## src/rtl/memory_arbiter_if.sv

```systemverilog
// memory_arbiter_if
// Bundles the fetch port, the load/store data port and the Memory-side bus
// that memory_arbiter sits between.
//
// Signal summary:
//   ifReq/ifAddress          fetch request and byte address (core -> arbiter)
//   ifData/ifAck/ifError     fetched word, completion pulse, fault flag
//   dReq/dWrite/dAddress     data request, direction (1 = store), byte address
//   dWriteData               store data (core -> arbiter)
//   dReadData/dAck/dError    load result, completion pulse, fault flag
//   memEnable/memAddress     access strobe and address (arbiter -> Memory)
//   memReadWrite             1 = write (arbiter -> Memory)
//   memWriteData             store data (arbiter -> Memory)
//   memReadData              read data (Memory -> arbiter)
//
// Modports:
//   slave  - the arbiter's view
//   master - the view of whatever drives the requests and models Memory
interface memory_arbiter_if;

    logic        ifReq;
    logic [31:0] ifAddress;
    logic [31:0] ifData;
    logic        ifAck;
    logic        ifError;

    logic        dReq;
    logic        dWrite;
    logic [31:0] dAddress;
    logic [31:0] dWriteData;
    logic [31:0] dReadData;
    logic        dAck;
    logic        dError;

    logic        memEnable;
    logic [31:0] memAddress;
    logic        memReadWrite;
    logic [31:0] memWriteData;
    logic [31:0] memReadData;

    modport slave (
        input  ifReq, ifAddress,
        input  dReq, dWrite, dAddress, dWriteData,
        input  memReadData,
        output ifData, ifAck, ifError,
        output dReadData, dAck, dError,
        output memEnable, memAddress, memReadWrite, memWriteData
    );

    modport master (
        output ifReq, ifAddress,
        output dReq, dWrite, dAddress, dWriteData,
        output memReadData,
        input  ifData, ifAck, ifError,
        input  dReadData, dAck, dError,
        input  memEnable, memAddress, memReadWrite, memWriteData
    );

endinterface

```

## src/rtl/memory_arbiter.sv

```systemverilog
// memory_arbiter
// Shares the unified Memory (ROM when address[10]==0, RAM when address[10]==1)
// between the instruction-fetch port and the load/store data port. One access
// is in flight at a time; under contention the ports are served round-robin.
// A legal access holds the Memory inputs stable for LATENCY cycles, captures
// read data on the last of them, then pulses the granted port's ack. Misaligned
// accesses and ROM writes are answered with ack+error one cycle after the grant
// and never enable Memory.
//
// Ports:
//   clk    - system clock, rising edge
//   reset  - asynchronous, active-high; returns to IDLE and clears all outputs
//   bus    - memory_arbiter_if.slave carrying both request ports and the
//            Memory-side bus
//
// Parameter:
//   LATENCY - cycles Memory needs with stable inputs (1..15)
module memory_arbiter #(
    parameter int LATENCY = 2
) (
    input  logic            clk,
    input  logic            reset,
    memory_arbiter_if.slave bus
);

    typedef enum logic [1:0] {
        IDLE,
        ACCESS,
        DONE,
        FAULT
    } arbState_e;

    typedef enum logic {
        PORT_FETCH,
        PORT_DATA
    } port_e;

    localparam logic [3:0] COUNT_LOAD = 4'(LATENCY - 1);

    arbState_e   state;
    arbState_e   stateNext;

    port_e       grant;
    port_e       lastGrant;
    port_e       grantPort;
    logic        grantValid;
    logic        grantIllegal;

    logic [31:0] selAddress;
    logic        selWrite;

    logic [31:0] latAddress;
    logic        latWrite;
    logic [31:0] latWriteData;
    logic [3:0]  count;

    logic [31:0] ifDataReg;
    logic [31:0] dReadDataReg;

    // Next-state logic. In IDLE this also picks the port to grant: a lone
    // request wins outright, and when both are pending the port that did not
    // win last time goes first. The legality check looks at the candidate
    // port's address and direction so the FSM can skip straight to FAULT.
    always_comb begin
        stateNext    = state;
        grantValid   = 1'b0;
        grantPort    = PORT_FETCH;
        grantIllegal = 1'b0;
        selAddress   = bus.ifAddress;
        selWrite     = 1'b0;

        if (bus.ifReq && bus.dReq) begin
            grantPort = (lastGrant == PORT_DATA) ? PORT_FETCH : PORT_DATA;
        end else if (bus.dReq) begin
            grantPort = PORT_DATA;
        end

        if (grantPort == PORT_DATA) begin
            selAddress = bus.dAddress;
            selWrite   = bus.dWrite;
        end

        grantIllegal = (selAddress[1:0] != 2'b00) || (selWrite && !selAddress[10]);

        case (state)
            IDLE: begin
                if (bus.ifReq || bus.dReq) begin
                    grantValid = 1'b1;
                    stateNext  = grantIllegal ? FAULT : ACCESS;
                end
            end
            ACCESS: begin
                if (count == 4'd0) begin
                    stateNext = DONE;
                end
            end
            DONE:    stateNext = IDLE;
            FAULT:   stateNext = IDLE;
            default: stateNext = IDLE;
        endcase
    end

    // State register.
    always_ff @(posedge clk or posedge reset) begin
        if (reset) begin
            state <= IDLE;
        end else begin
            state <= stateNext;
        end
    end

    // Grant bookkeeping and datapath. A grant latches everything Memory needs
    // so the Memory inputs stay stable for the whole access even if the
    // requester changes or drops its inputs. lastGrant starts at DATA so that
    // fetch wins the first contention after reset. Read data is captured only
    // on the final ACCESS cycle and only for reads, so a store or a fault
    // leaves the port's data register untouched.
    always_ff @(posedge clk or posedge reset) begin
        if (reset) begin
            grant        <= PORT_FETCH;
            lastGrant    <= PORT_DATA;
            latAddress   <= '0;
            latWrite     <= 1'b0;
            latWriteData <= '0;
            count        <= '0;
            ifDataReg    <= '0;
            dReadDataReg <= '0;
        end else if (grantValid) begin
            grant        <= grantPort;
            lastGrant    <= grantPort;
            latAddress   <= selAddress;
            latWrite     <= selWrite;
            latWriteData <= (grantPort == PORT_DATA) ? bus.dWriteData : '0;
            count        <= COUNT_LOAD;
        end else if (state == ACCESS) begin
            if (count == 4'd0) begin
                if (!latWrite) begin
                    if (grant == PORT_DATA) begin
                        dReadDataReg <= bus.memReadData;
                    end else begin
                        ifDataReg <= bus.memReadData;
                    end
                end
            end else begin
                count <= count - 4'd1;
            end
        end
    end

    // Every output is decoded from registered state only, so nothing on the
    // request inputs reaches Memory or the acks combinationally. The write
    // strobe is qualified by ACCESS so a faulted store never presents a write.
    assign bus.memEnable    = (state == ACCESS);
    assign bus.memAddress   = latAddress;
    assign bus.memReadWrite = (state == ACCESS) && latWrite;
    assign bus.memWriteData = latWriteData;

    assign bus.ifAck   = ((state == DONE) || (state == FAULT)) && (grant == PORT_FETCH);
    assign bus.ifError = (state == FAULT) && (grant == PORT_FETCH);
    assign bus.dAck    = ((state == DONE) || (state == FAULT)) && (grant == PORT_DATA);
    assign bus.dError  = (state == FAULT) && (grant == PORT_DATA);

    assign bus.ifData    = ifDataReg;
    assign bus.dReadData = dReadDataReg;

endmodule

```

## src/flat_wrapper.sv

```systemverilog
// flat-port wrapper written by rule: the top's interface ports become plain ports
module memory_arbiter_flat 
#(
    parameter int LATENCY = 2
)
  (clk, reset, bus_ifReq, bus_ifAddress, bus_dReq, bus_dWrite, bus_dAddress, bus_dWriteData, bus_memReadData, bus_ifData, bus_ifAck, bus_ifError, bus_dReadData, bus_dAck, bus_dError, bus_memEnable, bus_memAddress, bus_memReadWrite, bus_memWriteData);
  memory_arbiter_if bus_i ();
  input  logic clk;
  input  logic reset;
  input wire logic [$bits(bus_i.ifReq)-1:0] bus_ifReq;
  input wire logic [$bits(bus_i.ifAddress)-1:0] bus_ifAddress;
  input wire logic [$bits(bus_i.dReq)-1:0] bus_dReq;
  input wire logic [$bits(bus_i.dWrite)-1:0] bus_dWrite;
  input wire logic [$bits(bus_i.dAddress)-1:0] bus_dAddress;
  input wire logic [$bits(bus_i.dWriteData)-1:0] bus_dWriteData;
  input wire logic [$bits(bus_i.memReadData)-1:0] bus_memReadData;
  output wire logic [$bits(bus_i.ifData)-1:0] bus_ifData;
  output wire logic [$bits(bus_i.ifAck)-1:0] bus_ifAck;
  output wire logic [$bits(bus_i.ifError)-1:0] bus_ifError;
  output wire logic [$bits(bus_i.dReadData)-1:0] bus_dReadData;
  output wire logic [$bits(bus_i.dAck)-1:0] bus_dAck;
  output wire logic [$bits(bus_i.dError)-1:0] bus_dError;
  output wire logic [$bits(bus_i.memEnable)-1:0] bus_memEnable;
  output wire logic [$bits(bus_i.memAddress)-1:0] bus_memAddress;
  output wire logic [$bits(bus_i.memReadWrite)-1:0] bus_memReadWrite;
  output wire logic [$bits(bus_i.memWriteData)-1:0] bus_memWriteData;
  assign bus_i.ifReq = bus_ifReq;
  assign bus_i.ifAddress = bus_ifAddress;
  assign bus_i.dReq = bus_dReq;
  assign bus_i.dWrite = bus_dWrite;
  assign bus_i.dAddress = bus_dAddress;
  assign bus_i.dWriteData = bus_dWriteData;
  assign bus_i.memReadData = bus_memReadData;
  assign bus_ifData = bus_i.ifData;
  assign bus_ifAck = bus_i.ifAck;
  assign bus_ifError = bus_i.ifError;
  assign bus_dReadData = bus_i.dReadData;
  assign bus_dAck = bus_i.dAck;
  assign bus_dError = bus_i.dError;
  assign bus_memEnable = bus_i.memEnable;
  assign bus_memAddress = bus_i.memAddress;
  assign bus_memReadWrite = bus_i.memReadWrite;
  assign bus_memWriteData = bus_i.memWriteData;
  memory_arbiter #(.LATENCY(LATENCY)) u_core (.clk(clk), .reset(reset), .bus(bus_i));
endmodule
```

## config.mk

```make
export PLATFORM = sky130hd
export DESIGN_NAME = memory_arbiter_flat
export DESIGN_NICKNAME = d
export VERILOG_FILES = /design/src/rtl/memory_arbiter_if.sv /design/src/rtl/memory_arbiter.sv /design/src/flat_wrapper.sv
export SDC_FILE = /design/constraint.sdc
export NUM_CORES = 1
export LEC_CHECK = 0
export CORE_UTILIZATION = 44
export DETAILED_ROUTE_END_ITERATION = 8
export GPL_ROUTABILITY_DRIVEN = 0
export HOLD_SLACK_MARGIN = 0.12
export PLACE_DENSITY = 0.95
export SLEW_MARGIN = 15
export SYNTH_ARGS = -nofsm -noshare
export SYNTH_HDL_FRONTEND = slang
export SYNTH_SLANG_ARGS = --single-unit
```

## constraint.sdc

```tcl
create_clock -name clk -period 9 [get_ports clk]
set_input_delay 0.9 -clock clk [delete_from_list [all_inputs] [get_ports clk]]
set_output_delay 0.9 -clock clk [all_outputs]
set_load 0.03 [all_outputs]
```

Yosys cells after proc, flatten, opt, wreduce, memory -nomap -nowiden --
Cells that the tools add are included.
Storage, ports and cells: input bits 133, logic and storage cells 54, register bits 137
Cells by class: add/subtract/negate cells 1, reduce and logical (&&, ||, !) cells 20, bitwise operators 3, multiplexer cells 15, equality and inequality tests 6
Operators with widths (count):
- $mux 32 | 2
- $mux 4 | 3
- $reduce_and 5->1 | 2
- $logic_and 1x1->1 | 7
- $mux 1 | 6
- $mux 2 | 3
- $ne 2x1->1 const B | 3
- $pmux 2 s3 | 1
- $eq 2x2->1 const B | 2
- $logic_not 4->1 | 1
- $reduce_and 2->1 | 2
- $reduce_bool 2->1 | 2
- $sub 4x1->4 const B | 1
- $logic_or 1x1->1 | 3
- $not 1->1 | 3
- $eq 2x1->1 const B | 1
- $logic_not 2->1 | 1
- $reduce_or 2->1 | 1
- $logic_not 1->1 | 1

Longest topological paths before layout --
depth after elaboration 9, mapped depth 8, mapped depth without buffers 6

Worst setup path after synthesis --
OpenSTA, ideal clock, no wires.
kind reg2out, from reg u_core.grant, to out bus_ifError, data required time 8100 ps, stages on the path, launching flop included 3, arrival 1256 ps, path buffers 0, setup slack 6844 ps, path through dfrtp_1 > nor2b_1 > and2_1
Between the ends: longest elaborated chain between the ends 2
RTL lines:
- start: declaration | line memory_arbiter.sv:43 | port_e grant;
- start signal: assignment | line memory_arbiter.sv:129 | grant <= grantPort;
- $not 1->1 | line memory_arbiter.sv:159 | assign bus.ifError = (state == FAULT) && (grant == PORT_FETCH);
- $logic_and 1x1->1 | line memory_arbiter.sv:159
- end: declaration | line flat_wrapper.sv:19 | output wire logic [$bits(bus_i.ifError)-1:0] bus_ifError;
No other way between the ends.

Worst setup path after layout --
from reg u_core.state[1], to out bus_memReadWrite
Between the ends: longest elaborated chain between the ends 2
RTL lines:
- start: declaration | line memory_arbiter.sv:40 | arbState_e state;
- start signal: assignment | line memory_arbiter.sv:108 | state <= stateNext;
- $eq 2x1->1 | line memory_arbiter.sv:155 | assign bus.memReadWrite = (state == ACCESS) && latWrite;
- $logic_and 1x1->1 | line memory_arbiter.sv:155
- end: declaration | line flat_wrapper.sv:25 | output wire logic [$bits(bus_i.memReadWrite)-1:0] bus_memReadWrite;
No other way between the ends.

==> summary.md <==
| Metric | Value |
|---|---|
| Layout Area Growth over Synthesis | `61.3%` |
| Synth Net Count | `530` |
| Cts repair resizes | `0` |
| Synthesized cell area | `5540 µm²` |
| Synth area leaders | `dfrtp_1 61%, mux2_4 8.1%, mux2_2 6.5%` |
| Outcome | `finished, final reports clean` |
| Global route overflow | `0` |
| Postcts setup bufs | `0` |
| Die X | `between 100 and 150 µm` |
| Post-CTS Hold Buffers | `0` |
| Crit. End Element | `primary output` |
| Hold EP | `u_core.bus.memAddress[10]$_DFFE_PP0P_` |
| Worst Hold Class | `reg2reg` |
| Async SR Flop Fraction | `1.00` |
| Clock Pin Slew Worst Setup and Hold Paths | `roughly 50 ps` |
| CP required | `just over 8000 ps` |
| Register area share after synthesis | `0.619` |
| Worst path slowest cell | `clkdlybuf4s50_1` |
| Final hold violation count | `0` |
| Drt initial violations | `213` |
| I/O pins | `between 200 and 300` |
| Via density | `4.97` |
| Tot GR Track Use | `0.237` |
| Largest net degree at the start of global routing | `107` |
| # fillers | `771` |
| Root Driver | `clkbuf_16` |
| Post-Syn Instances | `395` |
| Met1 GRT Util | `0.270` |
| EDFF count, synth | `0` |
| Sink Count | `137` |
| Worst Setup Slack, final | `6200 ps` |
| Cell count of the worst reg-to-reg path | `6` |
| Final WL | `between 10 and 15 mm` |
| CTS tree | `done` |
| Most common cell in the netlist | `dfrtp_1` |
| Synth area leader | `dfrtp_1` |
| Layout cells sized above 1 | `0.155` |
| Worst-skew pair later-pin latency | `400 ps` |
| Number of port buffers | `266` |
| Slew at the pin closest to its max-slew limit | `1060 ps` |
| GR met3 Demand/Resource | `0.0625` |
| Worst r2r dst | `u_core.bus.ifData[30]$_DFFE_PP0P_` |
| GR peak layer | `met2` |
| Die area | `13000 µm²` |
| Cell Chain, Critical Path | `and2b_2 -> and2_1 -> clkdlybuf4s50_1` |
| Post-synth top area share | `0.615` |
| Chip height | `114 µm` |
| CTS buffer count | `17` |
| Post-DRT Antenna Nets | `0` |
| Vias | `4165` |
| CP peak stage delay | `690 ps` |
| Wire length of the first global-routing pass | `23.3 mm` |
| Power Density | `411 nW/µm²` |
| Achievable Freq | `357 MHz` |
| Final TNS setup | `0 ps` |
| Global routing usage on met2 | `0.424` |
| DR pass1 iterations | `4` |
| Critical path type | `reg2out` |
| CP startpoint kind | `flop` |
| Pwr Total | `3.67 mW` |
| Ant. Diodes | `0` |
| Starting density of the core | `0.455` |
| Num rows | `40` |
| Core area | `12200 µm²` |
| Synth top cells by count | `136 x dfrtp_1, 37 x nand2_1, 34 x mux2i_1, 33 x a22o_1, 33 x o21ai_0` |
| Post-Place Worst Slack | `5360 ps` |
| Fin. max-slew vios | `0` |
| Post-route clock period utilization | `0.311` |
| Period minus WS final | `2800 ps` |
| CTS max path bufs | `2` |
| Worst-path fanout max | `5` |
| H-tree depth | `4` |
| Hold depth | `2` |
| Max_slew headroom | `0.290` |
| Number of global-route vias before repair | `approximately 4500` |
| CP arrival | `between 1500 and 2000 ps` |
| Max-cap viol count | `0` |
| Setup-failing EPs final | `0` |
| Main flop type after synthesis | `dfrtp_1` |
| Synth warnings | `0` |
| DR DRC count | `0` |
| Initial antenna violation count | `0` |
| Worst r2r src | `u_core.count[0]$_DFFE_PP0P_` |
| R2R setup slack | `6560 ps` |
| DR WL/cell | `17.6 µm` |
| Static leakage | `~4.0 nW` |
| Syn_area_per_cell | `14.0 µm²` |
| Final Net Count | `793` |
| Skew final | `7.96 ps` |
| DP HPWL | `10.6 mm` |
| RSZ-0062 raised after global routing | `no` |
| Yosys reg bits | `137` |
| Synth unique cells | `32` |
| IR drop worst, VDD | `0.237 mV` |
| Hold path start | `u_core.bus.memAddress[10]$_DFFE_PP0P_` |
==> how the worst max path moves through the flow <==
stage / from / to / slack (ps) / cells past startpoint
6_report: u_core.state[1]$_DFFE_PP0P_ / bus_memReadWrite / 6200 / 3
5_1_grt: bus_dReq / u_core.bus.memWriteData[8]$_DFFE_PP0P_ / 6050 / 5
2_1_floorplan: reset / u_core.bus.dReadData[0]$_DFFE_PP0P_ / 4430 / 1
3_3_place_gp: bus_dReq / u_core.bus.memWriteData[27]$_DFFE_PP0P_ / 5540 / 5
3_5_place_dp: bus_dReq / u_core.bus.memWriteData[23]$_DFFE_PP0P_ / 5360 / 5
4_1_cts: bus_dReq / u_core.bus.memWriteData[13]$_DFFE_PP0P_ / 5790 / 5
==> cell usage in the layout (no fill, tap or decap), drive strengths merged, types with 2 or more instances in the layout <==
master,netlist,layout
buf,19,4
clkinvlp,0,3
a21o,2,2
o21ai,34,34
nand2b,2,2
dfrtp,136,136
inv,4,5
clkinv,0,5
ha,2,2
bufinv,0,3
clkdlybuf4s50,0,266
mux2,64,64
nor2b,2,2
nor2,3,3
nand2,37,37
and2,3,3
mux2i,34,34
nand3,2,2
a22o,33,33
clkbuf,7,19
==> layout make-up <==
class	instances	area (µm²)	share of cell area
flip-flops and latches	137	3430	0.384
repair buffers	270	2690	0.301
multi-input cells	228	1990	0.223
clock buffers	19	443	0.0496
well taps	168	210	0.0235
clock inverters	12	150	0.0168
inverters	4	20.0	0.00224
==> logic make-up (layout without fill, tap and decap cells) <==
family | Yosys count | count (layout) | share of synthesized area
DFF | 137 | 137 | 0.619
and+or+nand+nor | 55 | 55 | 0.0459
xor gates and xnor gates | 1 | 1 | 0.00158
adders and majority gates | 2 | 2 | 0.00452
muxes | 98 | 98 | 0.212
AOI/OAI and AO/OA | 72 | 72 | 0.0897
buffers and inverters | 30 | 305 | 0.0271
==> stage by stage <==
stage	cell area (µm²)	hold slack [ps]	instances	utilization
5_1_grt	8930	507	838	0.735
3_3_place_gp	8340	462	807	0.685
6_report	8930	474	838	0.735
4_1_cts	8930	482	838	0.734
2_1_floorplan	5540	467	395	-
3_5_place_dp	8340	470	807	0.685
==> flip-flops by register name, indices dropped and copies added, names as in the netlist <==
register                 flops
u_core.bus.dReadData        32
u_core.bus.ifData           32
u_core.bus.memAddress       32
u_core.bus.memWriteData     32
u_core.count                 4
u_core.grant                 1
u_core.lastGrant             1
u_core.latWrite              1
u_core.state                 2
==> critical path: cells and delay by family (launching register included) <==
kind                   cells  cell delay, ps
buffers and inverters      1             690
flip-flops                 1             410
AND/OR/NAND/NOR            2             400
==> report_power, final <==
group	switching, mW	leakage (nW)	total [mW]	internal (mW)
registers	0.192	1.67	1.12	0.927
logic	1.01	2.01	1.85	0.844
clock network	0.253	0.285	0.694	0.441
==> metal layers <==
| metal | part of all wire | up-vias | wire (µm) |
|---|---|---|---|
| li1 | - | 1931 | - |
| met1 | 0.39 | 2019 | 5750 |
| met2 | 0.51 | 196 | 7590 |
| met3 | 0.079 | 19 | 1160 |
| met4 | 0.017 | 0 | 247 |
| met5 | 0 | - | 0 |
No activity file was read; power rests on OpenSTA's default activity.
